**config.mk**
```make
export PLATFORM = sky130hd
export DESIGN_NAME = bridge_xfer_ctrl
export DESIGN_NICKNAME = d
export VERILOG_FILES = /design/src/rtl/bridge_pkg.sv /design/src/rtl/bridge_req_fifo.sv /design/src/rtl/bridge_xfer_ctrl.sv
export SDC_FILE = /design/constraint.sdc
export NUM_CORES = 1
export LEC_CHECK = 0
export CAP_MARGIN = 30
export CORE_MARGIN = 3
export CORE_UTILIZATION = 55
export CTS_CLUSTER_DIAMETER = 100
export DETAILED_ROUTE_END_ITERATION = 16
export PLACE_DENSITY = 0.95
export SLEW_MARGIN = 20
export SYNTH_ARGS = -nofsm -noshare
export SYNTH_HDL_FRONTEND = slang
export SYNTH_SLANG_ARGS = --single-unit
```
**constraint.sdc**
```tcl
create_clock -name clk -period 5.6 [get_ports clk]
set_input_delay 0.84 -clock clk [delete_from_list [all_inputs] [get_ports clk]]
set_output_delay 0.84 -clock clk [all_outputs]
set_load 0.01 [all_outputs]
```
**src/rtl/bridge_pkg.sv**
```systemverilog
// bridge_pkg: shared types and constants for the bus bridge transfer controller
package bridge_pkg;
    localparam int XFER_SEL_W = 3;
    localparam logic DIR_DOWN = 1'b1;
    localparam logic DIR_UP = 1'b0;
    typedef enum logic [1:0] {IDLE, DRIVE, LATCH} xfer_state_t;
    typedef struct packed {
        logic dir;
        logic [XFER_SEL_W-1:0] src;
        logic [XFER_SEL_W-1:0] dst;
    } xfer_req_t;
endpackage

```
**src/rtl/bridge_req_fifo.sv**
```systemverilog
// bridge_req_fifo: synchronous FIFO of transfer requests with full/empty flags
module bridge_req_fifo
    import bridge_pkg::*;
#(
    parameter int DEPTH = 4
) (
    input  logic      clk,
    input  logic      rst,
    input  logic      push,
    input  logic      pop,
    input  xfer_req_t wr_data,
    output xfer_req_t rd_data,
    output logic      full,
    output logic      empty
);
    localparam int AW = $clog2(DEPTH);
    xfer_req_t mem [DEPTH];
    logic [AW-1:0] wr_ptr, rd_ptr;
    logic [AW:0] count;
    logic do_push, do_pop;
    assign full = count == (AW+1)'(DEPTH);
    assign empty = count == '0;
    assign do_push = push && !full;
    assign do_pop = pop && !empty;
    assign rd_data = mem[rd_ptr];
    // storage needs no reset; only the pointers define validity
    always_ff @(posedge clk) begin
        if (do_push) mem[wr_ptr] <= wr_data;
    end
    // pointers wrap naturally since DEPTH is a power of two
    always_ff @(posedge clk or posedge rst) begin
        if (rst) begin
            wr_ptr <= '0;
            rd_ptr <= '0;
            count <= '0;
        end else begin
            if (do_push) wr_ptr <= wr_ptr + 1'b1;
            if (do_pop) rd_ptr <= rd_ptr + 1'b1;
            count <= count + {{AW{1'b0}}, do_push} - {{AW{1'b0}}, do_pop};
        end
    end
endmodule

```
**src/rtl/bridge_xfer_ctrl.sv**
```systemverilog
// bridge_xfer_ctrl: queued DRIVE/LATCH sequencer for the bridge GOe/Dir controls (optional counter: BRIDGE_XFER_CNT_EN)
module bridge_xfer_ctrl
    import bridge_pkg::*;
#(
    parameter int SEL_W = XFER_SEL_W,
    parameter int FIFO_DEPTH = 4,
    parameter int CNT_W = 16
) (
    input  logic                clk,
    input  logic                rst,
    input  logic                req_valid,
    output logic                req_ready,
    input  logic                req_dir,
    input  logic [SEL_W-1:0]    req_src,
    input  logic [SEL_W-1:0]    req_dst,
    output logic                GOe,
    output logic                Dir,
    output logic [2**SEL_W-1:0] src_oe,
    output logic [2**SEL_W-1:0] dst_ld,
    output logic                xfer_done,
    output logic                busy,
    output logic [CNT_W-1:0]    xfer_cnt
);
    localparam int N = 2**SEL_W;
    localparam logic [N-1:0] ONE = {{(N-1){1'b0}}, 1'b1};
    if (SEL_W != XFER_SEL_W) begin : g_sel_w_check
        $error("SEL_W must match bridge_pkg::XFER_SEL_W");
    end
    xfer_state_t state_q, state_d;
    xfer_req_t cur_q, cur_d, head;
    logic full, empty, pop;
    logic goe_d, dir_d, done_d;
    logic [N-1:0] src_oe_d, dst_ld_d;
    assign req_ready = !full;
    assign busy = state_q != IDLE || !empty;
    bridge_req_fifo #(.DEPTH(FIFO_DEPTH)) u_fifo (
        .clk(clk),
        .rst(rst),
        .push(req_valid && req_ready),
        .pop(pop),
        .wr_data('{dir: req_dir, src: req_src, dst: req_dst}),
        .rd_data(head),
        .full(full),
        .empty(empty)
    );
    // next state and next registered outputs; Dir keeps its last value in IDLE
    always_comb begin
        pop = !empty && state_q != DRIVE;
        state_d = state_q == DRIVE ? LATCH : pop ? DRIVE : IDLE;
        cur_d = pop ? head : cur_q;
        goe_d = state_d != IDLE;
        dir_d = state_d == IDLE ? Dir : cur_d.dir == DIR_DOWN;
        src_oe_d = state_d == IDLE ? '0 : ONE << cur_d.src;
        dst_ld_d = state_d == LATCH ? ONE << cur_d.dst : '0;
        done_d = state_d == LATCH;
    end
    // state, transfer register and all control outputs
    always_ff @(posedge clk or posedge rst) begin
        if (rst) begin
            state_q <= IDLE;
            cur_q <= '0;
            GOe <= 1'b0;
            Dir <= DIR_UP;
            src_oe <= '0;
            dst_ld <= '0;
            xfer_done <= 1'b0;
        end else begin
            state_q <= state_d;
            cur_q <= cur_d;
            GOe <= goe_d;
            Dir <= dir_d;
            src_oe <= src_oe_d;
            dst_ld <= dst_ld_d;
            xfer_done <= done_d;
        end
    end
`ifdef BRIDGE_XFER_CNT_EN
    logic [CNT_W-1:0] cnt_q;
    assign xfer_cnt = cnt_q;
    // completed-transfer counter, wraps at 2**CNT_W
    always_ff @(posedge clk or posedge rst) begin
        if (rst) cnt_q <= '0;
        else if (xfer_done) cnt_q <= cnt_q + 1'b1;
    end
`else
    assign xfer_cnt = '0;
`endif
endmodule

```
Word-level counts from Yosys, hierarchy flattened:

Memories as Yosys holds them, arrays and structs flattened.
Cells that the tools add are included.

* bits in writable memories: 28
* flip-flop bits (word level): 35
* output and inout bits: 37
* memories kept: 1

* reductions and logical operators: 11
* equal/unequal tests: 4
* muxes and demuxes: 7
* shift operators: 2
* add/subtract/negate cells: 4

Memory list
* u_fifo.mem: words 4, bits a word 7, read ports 1, clocked after Yosys merged registers in 0, wr ports 1, line bridge_req_fifo.sv:17 `xfer_req_t mem [DEPTH];`

Operators with widths (count)
* $mux W8: 2
* $shl A1 B3 Y8 const A: 2
* $mux W7: 1
* $add A2 B1 Y2 const B: 2
* $logic_and A1 B1 Y1: 4
* $reduce_bool A2 Y1: 2
* $add A3 B1 Y3: 1
* $eq A3 B3 Y1 const B: 1
* $logic_not A3 Y1: 1
* $mux W1: 3
* $sub A3 B1 Y3: 1
* $eq A2 B1 Y1 const B: 1
* $eq A2 B2 Y1 const B: 1
* $logic_not A1 Y1: 2
* $logic_not A2 Y1: 1
* $mux W2: 1
* $ne A2 B1 Y1 const B: 1
* $logic_or A1 B1 Y1: 1

Logic depth before layout (Yosys ltp):

* depth after elaboration: 7
* depth in mapped cells: 11
* depth with buffers taken out: 10

Hierarchy:

From an unflattened synthesis, not the netlist that was laid out.

* cells, all modules: 181
* area total of the unflattened synthesis: 2712.6 µm²

Modules (own cells, without submodules)
* bridge_req_fifo: times used 1, cells an instance 79, seq. area each 1016.0 µm², area an instance 1482.7 µm²
* bridge_xfer_ctrl: times used 1, cells an instance 102, seq. area each 675.6 µm², area an instance 1229.9 µm²

Worst setup path after synthesis:

No wires, ideal clock.

* path type: reg-to-reg
* start point: register u_fifo.count[1]
* end point: register u_fifo.count[2]
* setup time: 0.126 ns
* buffers on the path: 0
* slack: 3.365 ns
* arrival time: 2.109 ns
* cell stages (with the launch flop): 11
* path through: dfrtp_1 > or3_4 > nand2_8 > inv_8 > ha_1 > inv_1 > ha_1 > inv_1 > fa_1 > xnor2_1 > xnor2_1

* elaborated cells on any way between the ends: 10
* classes of those cells: 2 x add/sub; 1 x eq/ne; 7 x reduce/logical

RTL lines
* from (decl): line bridge_req_fifo.sv:19 `logic [AW:0] count;`
* from (signal assigned): line bridge_req_fifo.sv:39 `count <= count + {{AW{1'b0}}, do_push} - {{AW{1'b0}}, do_pop};`
* $logic_not A3 Y1 *: line bridge_req_fifo.sv:22 `assign empty = count == '0;`
* $logic_not A1 Y1 *: line bridge_req_fifo.sv:24, bridge_xfer_ctrl.sv:48
* $logic_and A1 B1 Y1: line bridge_xfer_ctrl.sv:48 `pop = !empty && state_q != DRIVE;`
* $logic_and A1 B1 Y1 *: line bridge_req_fifo.sv:24 `assign do_pop = pop && !empty;`
* named net u_fifo.do_pop: line bridge_req_fifo.sv:20 `logic do_push, do_pop;`
* $sub A3 B1 Y3 *: line bridge_req_fifo.sv:39

Mark *: on every way through the listed nets, which the timed path passes. The rest lies on a longest branch.
A chain may end at the register's enable or synchronous reset.

Worst setup path in the final report:

* start point: register u_fifo.count[1]
* end point: output port busy

* longest elaborated chain between the ends: 3

Ends and longest elaborated chain
* $logic_not A3 Y1: line bridge_req_fifo.sv:22
* $logic_not A1 Y1: line bridge_xfer_ctrl.sv:35 `assign busy = state_q != IDLE || !empty;`
* $logic_or A1 B1 Y1: line bridge_xfer_ctrl.sv:35
* to (decl): line bridge_xfer_ctrl.sv:21 `output logic busy,`

No other way between the ends.

==> impl_metrics.toml <==
[global_route]
globalRouteOverflowTotal = 0
grt_usage = 0.163
grt_pass1_wl_um = 6130
antenna_found_initial = 0
grt_pass1_vias = 1363
grt_max_degree = 35

[hold_path]
holdCritPathClass = "reg2reg"

[place]
globalplace.congestion = 0.727
place_inst = 243
port_buffers = 30
dp_hpwl_um = 2680
pre_cts_ws_ns = 2.98

[critical_path]
reg2reg_from = "u_fifo.count[1]"
criticalPathCategory = "reg2out"
cp-endpoint = "busy"
cp_data_arrival_time_ns = 2.12
cp.required_ns = 4.76
crit_chain = "or3_4, or3_2, clkdlybuf4s50_1"
startpoint = "u_fifo.count[1]"
worstSetupPathDepth = 3
crit_buf_inv = 1
crit_family = "simple AND/OR/NAND/NOR gates"
reg2reg_to = "u_fifo.count[2]"
ff2ff_setup_slack_ns = 3.25
crit_fanout = 5
endpoint_kind = "output pin"
startpoint_type = "flip-flop"
cp_slowest_cell = "clkdlybuf4s50_1"
reg2reg_depth = 10
cpPeakStageDelay_ns = 0.48

[cts]
cts_tree = "done"
h-tree-depth = 3
root_buffer = "clkbuf_8"
clk_pin_slew_worst_paths_ns = 0.06
cts_resized = 0
clock_sinks = 62
holdBufCountCts = 0
cts_max_path_buffers = 2
clk_latency_ns = 0.33
cts_buffers = 9
post_cts_buffers = 0

[final_layout]
final_cells = 259
num_antenna_cells = 0
drive_gt1_frac = 0.159
area.growth.synth_to_final_pct = 17.4
final_nets = 219

[synth]
synth_fa_ha_area_frac = 0.0376
synthMuxAreaShare = 0.0951
syn_area_per_cell_um2 = 15.4
synth_xor_xnor_area_share = 0.0173
netlist_area_mm2 = 0.00253
synth-compound-area-share = 0.0109
yosys.area_share.simple = 0.0931
ys_types = 31
synth_flop_cell = "dfrtp_1"
yosys_warnings = 0
synthArstFlopShare = 0.548
syn_inst = 164
synth_edf_count = 28
ys_seq_elements = 62
synth_top_family_by_area = "multiplexers"
ys_seq_area_frac = 0.670

[detailed_routing]
viasPerCell = 5.00
drtPass1Iterations = 4
route.detailed.drc = 0
route.vias.total = 1296
drtIter0Drc = 78
ant_nets = 0
wl_um = 3790
wl_per_cell_um = 14.6

[sta]
fin_ws_ns = 2.64
worst_pin_slew_ns = 0.537
rsz0062_at_grt = "false"
finalHoldViolations = 0
clock_skew_ns = 0.00555
hold_slack_ns = 0.501
setup_tns_ns = 0
setup_viol_count_final = 0
fmax_mhz = 338
drv_slew = 0
slew_headroom = 0.642
period_share = 0.528
fin_crit_ns = 2.96

[run]
max-cap-violations = 0

[floorplanning]
rows = 24
ios = 47
die_y_um = 73.8
die_area_mm2 = 0.00544
fp.dieW_um = 73.8
design.core.area_mm2 = 0.00438
start_util = 0.576

[power]
pwr_density_cell_mw_per_mm2 = 537
ir_drop_uv = 280
p_leak_uw = 0.00123
total_power_uw = 1590

[status]
status = "completed"
==> routing by layer <==
layer | part of all wire | track usage | vias to the layer above
li1 | - | - | 614
met1 | 0.40 | 0.190 | 631
met2 | 0.53 | 0.256 | 46
met3 | 0.060 | 0.0698 | 5
met4 | 0.012 | 0.0845 | 0
met5 | 0 | 0 | -
==> final cells by class <==
cell class,count,area [um2]
well taps,52,65.1
repair buffers,31,308
clock inverters,2,8.76
fillers,322,1420
flip-flops and latches,62,1690
inverters,11,48.8
clock buffers,14,143
multi-input cells,87,702
==> synth_stat cells, types with 2 or more instances <==
cell type / instances / area share
and3_1: 4 / 0.0099
buf_4: 16 / 0.048
dfrtp_1: 34 / 0.34
edfxtp_1: 28 / 0.33
ha_1: 6 / 0.030
inv_1: 8 / 0.012
inv_2: 2 / 0.0030
mux2_2: 2 / 0.0089
mux2i_4: 2 / 0.018
mux4_2: 7 / 0.062
nand2_1: 14 / 0.021
nand2b_1: 3 / 0.0074
nor2_1: 4 / 0.0059
nor3_1: 13 / 0.026
xnor2_1: 5 / 0.017
==> state kept, by name (all words and copies together), names as in the netlist <==
name and cells:
Dir 1, dst_ld 8, u_fifo.count 3, cur_q 7
u_fifo.mem 28, GOe 1, src_oe 8, state_q 2
u_fifo.wr_ptr 2, u_fifo.rd_ptr 2
==> cells in the final DEF, fill, tap and decap left out, types with 2 or more instances in the layout <==
master           netlist  layout
and3_1                 4       4
clkbuf_8               0       9
nand2b_1               3       3
clkdlybuf4s50_1        0      30
nor3_1                13      13
nand2_1               14      14
inv_1                  8       8
mux2_2                 2       2
mux2i_4                2       2
conb_1                 1      16
inv_2                  2       2
nor2_1                 4       4
xnor2_1                5       5
clkbuf_1               1       5
ha_1                   6       6
edfxtp_1              28      28
mux4_2                 7       7
dfrtp_1               34      34
==> how the worst min path moves through the flow <==
stage | from | to | slack [ns] | depth (start not counted)
floorplan | cur_q[6] | cur_q[6] | 0.47 | 1
global placement | cur_q[6] | cur_q[6] | 0.49 | 1
detailed placement | cur_q[6] | cur_q[6] | 0.48 | 1
CTS | cur_q[6] | cur_q[6] | 0.50 | 1
global route | cur_q[6] | cur_q[6] | 0.52 | 1
finish | cur_q[6] | cur_q[6] | 0.50 | 1
==> per-stage QoR <==
stage,cell area [um2],util
after global routing,2970,0.677
after detailed placement,2820,0.642
final,2970,0.677
after CTS,2970,0.677
after global placement,2820,0.642
after floorplan,2580,-
==> kinds of logic after synthesis <==
| logic type | after synthesis |
|---|---|
| AND/OR/NAND/NOR | 44 |
| buffers and inverters | 30 |
| AO/OA/AOI/OAI | 3 |
| other | 1 |
| flip-flops | 62 |
| multiplexers | 12 |
| adder cells (fa/ha/maj) | 7 |
| XOR/XNOR | 5 |
==> report_power, final <==
group	switching [uW]	internal, uW	total (uW)	leakage, uW
Sequential	101	622	723	0.000681
Combinational	270	292	562	0.000469
Clock	150	159	309	0.0000761
Total	521	1070	1590	0.00123
Note: power is estimated with default switching activity, not from simulation.
